### config.mk
export PLATFORM = sky130hd
export DESIGN_NAME = fp_norm_lopd_pipe
export DESIGN_NICKNAME = d
export VERILOG_FILES = /design/src/rtl/fp_norm_lopd_pipe.sv
export SDC_FILE = /design/constraint.sdc
export NUM_CORES = 1
export LEC_CHECK = 0
export ABC_CLOCK_PERIOD_IN_PS = 14100
export BUFFER_PORTS_ARGS = -buffer_cell sky130_fd_sc_hd__buf_4
export CAP_MARGIN = 20
export CORE_MARGIN = 5
export CORE_UTILIZATION = 40
export DETAILED_ROUTE_END_ITERATION = 16
export MAX_ROUTING_LAYER = met4
export PLACE_DENSITY = 0.56
export SYNTH_ARGS = -nofsm -noshare
export SYNTH_HDL_FRONTEND = slang
export SYNTH_SLANG_ARGS = --single-unit
### constraint.sdc
create_clock -name i_clk -period 14.1 [get_ports i_clk]
set_clock_uncertainty 0.15 [all_clocks]
set_input_delay 2.82 -clock i_clk [delete_from_list [all_inputs] [get_ports i_clk]]
set_output_delay 2.82 -clock i_clk [all_outputs]
set_load 0.01 [all_outputs]
### src/rtl/fp_norm_lopd_pipe.sv
// Two-stage normalization front-end for the FP add/sub datapath.
// Stage 1 registers the raw mantissa sum together with its leading-zero count.
// Stage 2 picks zero, carry, subnormal or left-shift handling.
// It then registers the normalized mantissa, the flags and the shift amount
// used by the exponent adjuster.
module fp_norm_lopd_pipe #(
  parameter int SIZE_EXP  = 8,
  parameter int SIZE_MANT = 24,
  parameter int SIZE_LOPD = 8
) (
  input  logic                 i_clk,
  input  logic                 i_rst_n,
  input  logic                 i_flush,
  input  logic                 i_valid,
  output logic                 o_ready,
  input  logic                 i_sign,
  input  logic [SIZE_EXP-1:0]  i_exp_value,
  input  logic [SIZE_MANT:0]   i_mant_sum,
  output logic                 o_valid,
  input  logic                 i_ready,
  output logic                 o_sign,
  output logic [SIZE_EXP-1:0]  o_exp_value,
  output logic [SIZE_MANT-1:0] o_mant_norm,
  output logic [SIZE_LOPD-1:0] o_lopd_value,
  output logic                 o_overflow,
  output logic                 o_underflow,
  output logic                 o_zero_flag,
  output logic                 o_sticky
);

  logic                 s1_valid;
  logic                 s1_sign;
  logic [SIZE_EXP-1:0]  s1_exp;
  logic [SIZE_MANT:0]   s1_mant;
  logic [SIZE_LOPD-1:0] s1_lzc;
  logic                 s2_valid;

  logic                 s1_adv;
  logic                 s2_adv;
  logic [SIZE_LOPD-1:0] raw_lzc;
  logic                 lzc_found;

  logic [SIZE_EXP-1:0]  exp_m1;
  logic [SIZE_LOPD-1:0] shift_amt;
  logic [SIZE_MANT-1:0] nxt_mant;
  logic [SIZE_LOPD-1:0] nxt_lopd;
  logic                 nxt_ovf;
  logic                 nxt_unf;
  logic                 nxt_zero;
  logic                 nxt_sticky;

  // A stage may advance when it is empty or when the stage after it is draining.
  assign s2_adv  = ~s2_valid | i_ready;
  assign s1_adv  = ~s1_valid | s2_adv;
  // A flush discards whatever is presented, so input is never refused during one.
  assign o_ready = s1_adv | i_flush;
  assign o_valid = s2_valid;

  // Count leading zeros of the mantissa below the carry bit.
  // The result is the full width when that part of the mantissa is all zeros.
  always_comb begin
    raw_lzc   = '0;
    lzc_found = 1'b0;
    for (int i = SIZE_MANT - 1; i >= 0; i--) begin
      if (!lzc_found) begin
        if (i_mant_sum[i]) begin
          lzc_found = 1'b1;
        end else begin
          raw_lzc = raw_lzc + SIZE_LOPD'(1);
        end
      end
    end
  end

  // Stage 1 captures the operand and its raw leading-zero count on accept.
  always_ff @(posedge i_clk or negedge i_rst_n) begin
    if (!i_rst_n) begin
      s1_valid <= 1'b0;
      s1_sign  <= 1'b0;
      s1_exp   <= '0;
      s1_mant  <= '0;
      s1_lzc   <= '0;
    end else if (i_flush) begin
      s1_valid <= 1'b0;
    end else if (s1_adv) begin
      s1_valid <= i_valid;
      if (i_valid) begin
        s1_sign <= i_sign;
        s1_exp  <= i_exp_value;
        s1_mant <= i_mant_sum;
        s1_lzc  <= raw_lzc;
      end
    end
  end

  // Select the normalization case in priority order.
  // The shift is clamped to exp-1 so the adjusted exponent stays at least 1.
  always_comb begin
    exp_m1     = s1_exp - SIZE_EXP'(1);
    if (32'(s1_lzc) <= 32'(exp_m1)) begin
      shift_amt = s1_lzc;
    end else begin
      shift_amt = SIZE_LOPD'(exp_m1);
    end
    nxt_mant   = '0;
    nxt_lopd   = '0;
    nxt_ovf    = 1'b0;
    nxt_unf    = 1'b0;
    nxt_zero   = 1'b0;
    nxt_sticky = 1'b0;
    if (s1_mant == '0) begin
      nxt_zero = 1'b1;
    end else if (s1_mant[SIZE_MANT]) begin
      nxt_ovf    = 1'b1;
      nxt_mant   = s1_mant[SIZE_MANT:1];
      nxt_sticky = s1_mant[0];
    end else if (s1_exp == '0) begin
      nxt_unf  = 1'b1;
      nxt_mant = s1_mant[SIZE_MANT-1:0];
    end else begin
      nxt_mant = s1_mant[SIZE_MANT-1:0] << shift_amt;
      nxt_lopd = shift_amt;
    end
  end

  // Stage 2 registers the results; they hold unchanged while downstream stalls.
  always_ff @(posedge i_clk or negedge i_rst_n) begin
    if (!i_rst_n) begin
      s2_valid     <= 1'b0;
      o_sign       <= 1'b0;
      o_exp_value  <= '0;
      o_mant_norm  <= '0;
      o_lopd_value <= '0;
      o_overflow   <= 1'b0;
      o_underflow  <= 1'b0;
      o_zero_flag  <= 1'b0;
      o_sticky     <= 1'b0;
    end else if (i_flush) begin
      s2_valid <= 1'b0;
    end else if (s2_adv) begin
      s2_valid <= s1_valid;
      if (s1_valid) begin
        o_sign       <= s1_sign;
        o_exp_value  <= s1_exp;
        o_mant_norm  <= nxt_mant;
        o_lopd_value <= nxt_lopd;
        o_overflow   <= nxt_ovf;
        o_underflow  <= nxt_unf;
        o_zero_flag  <= nxt_zero;
        o_sticky     <= nxt_sticky;
      end
    end
  end

endmodule

==> out/metrics.yaml <==
pwr:
  finalPower_uw: 993
  power.leakage_nw: 4.10
  powerDensity_nw_per_um2: 107
  ir_worst_vdd_uv: 60.4
finish:
  nNetsFinal: 1102
  diodes: 0
  fill_cells: 2018
  final_common_cell: "nand2_1"
  final_cell_area_um2: 9250
  drive_gt1_share_pct: 20.2
  areaGrowthSynthToFinish_pct: 15.0
  layout_common_cells: "nand2_1 (147), buf_4 (97), o21ai_0 (94), dfrtp_1 (89), nor2_1 (85)"
setup_path:
  worstPathArrival_ns: 13.19
  slowest_delay_ns: 0.36
  crit_top_cell: "ha_1"
  crit_fanout: 7
  reg2reg_depth: 20
  critPathRequiredTime_ns: 14.16
  worstSetupPathType: "in -> reg"
  r2r_slack_ns: 8.12
  startpoint_type: "input port"
  endpoint_kind: "flip-flop"
  cpMaxStageDelayCell: "ha_2"
  r2r-start: "s1_exp[3]$_DFFE_PN0P_"
  r2r-end: "o_mant_norm[23]$_DFFE_PN0P_"
clock_network:
  cts_buffer_depth: 2
  post_cts_buffers: 0
  clkSlewWorstSetupHoldPaths_ns: 0.07
  cts_root_buf: "clkbuf_16"
  clock_latency_ns: 0.35
  cts_inserted_buffers: 9
  htreeDepth: 3
  cts_tree: "yes"
  cts.sinks: 89
placed_design:
  dpl_worst_slack_ns: 0.415
  placed_area_um2: 8930
  gp_congestion: 0.921
  numPortBuffers: 85
  detailed_place_hpwl_mm: 16.3
floorplan:
  start_util_pct: 40.9
  fp.dieW_um: 152
  rows: 51
  die_h_um: 152
  fp.dieArea_um2: 23000
  ios: 86
  fp.coreArea_um2: 19700
status:
  outcome: "complete, no violations"
global_route:
  grt_overflow: 0
  grt_pass1_vias: 6868
  grt_first_pass_wirelength_mm: 35.3
  grt_max_degree: 61
  grt_usage_pct: 19.3
  antenna_found_initial: 0
job:
  drv_cap: 0
worst_hold_path:
  holdPathStages: 2
  hp-start: "o_mant_norm[7]$_DFFE_PN0P_"
  holdCritPathClass: "reg -> reg"
  hold_end: "o_mant_norm[7]$_DFFE_PN0P_"
timing:
  fmax_ghz: 0.0762
  max-slew-margin-rel_pct: 31.7
  tightest_slew_ns: 1.00
  timing.hold.ws_ns: 0.326
  finalHoldViolations: 0
  setup_viol: 0
  period_minus_slack_ns: 13.13
  post-route-period-util_pct: 93.1
  timing.final.ws_setup_ns: 0.975
  tns_ns: 0
  finalMaxSlewViolations: 0
logic_synthesis:
  synth_flop_cell: "dfrtp_1"
  synth.avg_cell_area_um2: 8.22
  yosysSeqAreaShare_pct: 27.7
  syn_inst: 978
  synth_nets: 1046
  async_flop_share_pct: 100
  synth_edf_count: 0
  synth.yosys.warnings: 0
  ys_types: 84
  netlist_area_um2: 8040
  ys_seq_elements: 89
drt:
  avgRoutedWirePerCell_um: 16.4
  vias: 7205
  ant_nets: 0
  vias_per_cell: 5.53
  wl_mm: 21.4
  route.detailed.drc: 0
  first_iter_violations: 473
  dr.pass1.iters: 5
==> how the worst max path moves through the flow <==
| stage | from | end | depth (start not counted) |
|---|---|---|---|
| 2_1_floorplan | i_mant_sum[22] | s1_lzc[4]$_DFFE_PN0P_ | 61 |
| 3_3_place_gp | i_mant_sum[21] | s1_lzc[4]$_DFFE_PN0P_ | 62 |
| 3_5_place_dp | i_mant_sum[21] | s1_lzc[4]$_DFFE_PN0P_ | 63 |
| 4_1_cts | i_mant_sum[21] | s1_lzc[4]$_DFFE_PN0P_ | 64 |
| 5_1_grt | i_mant_sum[21] | s1_lzc[4]$_DFFE_PN0P_ | 62 |
| 6_report | i_mant_sum[21] | s1_lzc[4]$_DFFE_PN0P_ | 62 |
==> synthesized netlist by cell type (all sizes together), types with 6 or more instances <==
cell type / instances / area (um^2)
dfrtp: 89 / 2230
nor2: 87 / 342
a211oi: 8 / 65.1
nor4: 11 / 83.8
nor2b: 12 / 77.6
mux2: 43 / 484
and3: 7 / 48.8
ha: 29 / 363
nand3: 26 / 130
or4: 6 / 48.8
xor2: 22 / 215
a221o: 9 / 90.1
a21oi: 63 / 330
nand2: 147 / 552
nand2b: 15 / 93.8
clkbuf: 42 / 158
o21ai: 96 / 480
buf: 10 / 42.5
mux4: 11 / 248
xnor2: 30 / 289
nor3: 20 / 116
mux2i: 33 / 330
a31oi: 14 / 87.6
and2: 7 / 46.3
or2: 6 / 37.5
inv: 38 / 143
nand4: 7 / 43.8
xnor3: 6 / 135
==> layer usage <==
layer	share of wire, %	vias up	global-route usage, %	routed length [um]
met4	1.7	0	4.90	356
met3	4.4	25	2.38	947
met1	50	3377	28.3	10800
met5	0	-	-	0
met2	43	179	28.4	9310
li1	-	3624	-	-
==> per-stage QoR <==
stage | cells | utilization [%]
2_1_floorplan | 978 | -
3_3_place_gp | 1288 | 45.5
3_5_place_dp | 1288 | 45.5
4_1_cts | 1304 | 46.9
5_1_grt | 1304 | 47.0
6_report | 1304 | 47.0
==> registers in the layout, indices dropped and copies added (netlist names) <==
| signal | count |
|---|---|
| s1_valid | 1 |
| o_zero_flag | 1 |
| s1_sign | 1 |
| o_valid | 1 |
| o_lopd_value | 8 |
| o_underflow | 1 |
| o_overflow | 1 |
| s1_mant | 25 |
| o_sticky | 1 |
| s1_lzc | 8 |
| o_exp_value | 8 |
| s1_exp | 8 |
| o_sign | 1 |
| o_mant_norm | 24 |
==> worst max-delay path, delay by kind of cell <==
family / cells / cell delay (ns)
AOI/OAI and AO/OA: 17 / 3.23
xor gates and xnor gates: 2 / 0.29
adders and majority gates: 13 / 3.73
buffers and inverters: 5 / 0.38
muxes: 9 / 1.26
and+or+nand+nor: 16 / 1.47
==> cell families after synthesis <==
kind of cell	synth area share, %
adder cells (fa/ha/maj)	4.64
flip-flops	27.7
AO/OA/AOI/OAI	19.6
AND/OR/NAND/NOR	22.3
XOR/XNOR	8.25
buffers and inverters	4.26
multiplexers	13.2
==> what timing repair did <==
item / 4_1_cts / 5_1_grt
resized for setup: 0 / 7
setup endpoints to repair: 0 / 3
hold buffers: 0 / 0
==> cell type report <==
type / instances / area (um^2) / share of cell area (%)
Multi-Input combinational cell: 799 / 5540 / 59.9
Sequential cell: 89 / 2230 / 24.1
Timing Repair Buffer: 97 / 728 / 7.88
Tap cell: 265 / 332 / 3.59
Clock buffer: 10 / 229 / 2.48
Inverter: 38 / 143 / 1.54
Clock inverter: 6 / 51.3 / 0.555
==> where the power goes <==
part | internal, mW | leakage (nW) | switching [mW]
Combinational | 0.190 | 2.85 | 0.222
Sequential | 0.305 | 1.11 | 0.0494
Clock | 0.122 | 0.134 | 0.104
Power figures use the tool's default switching activity.
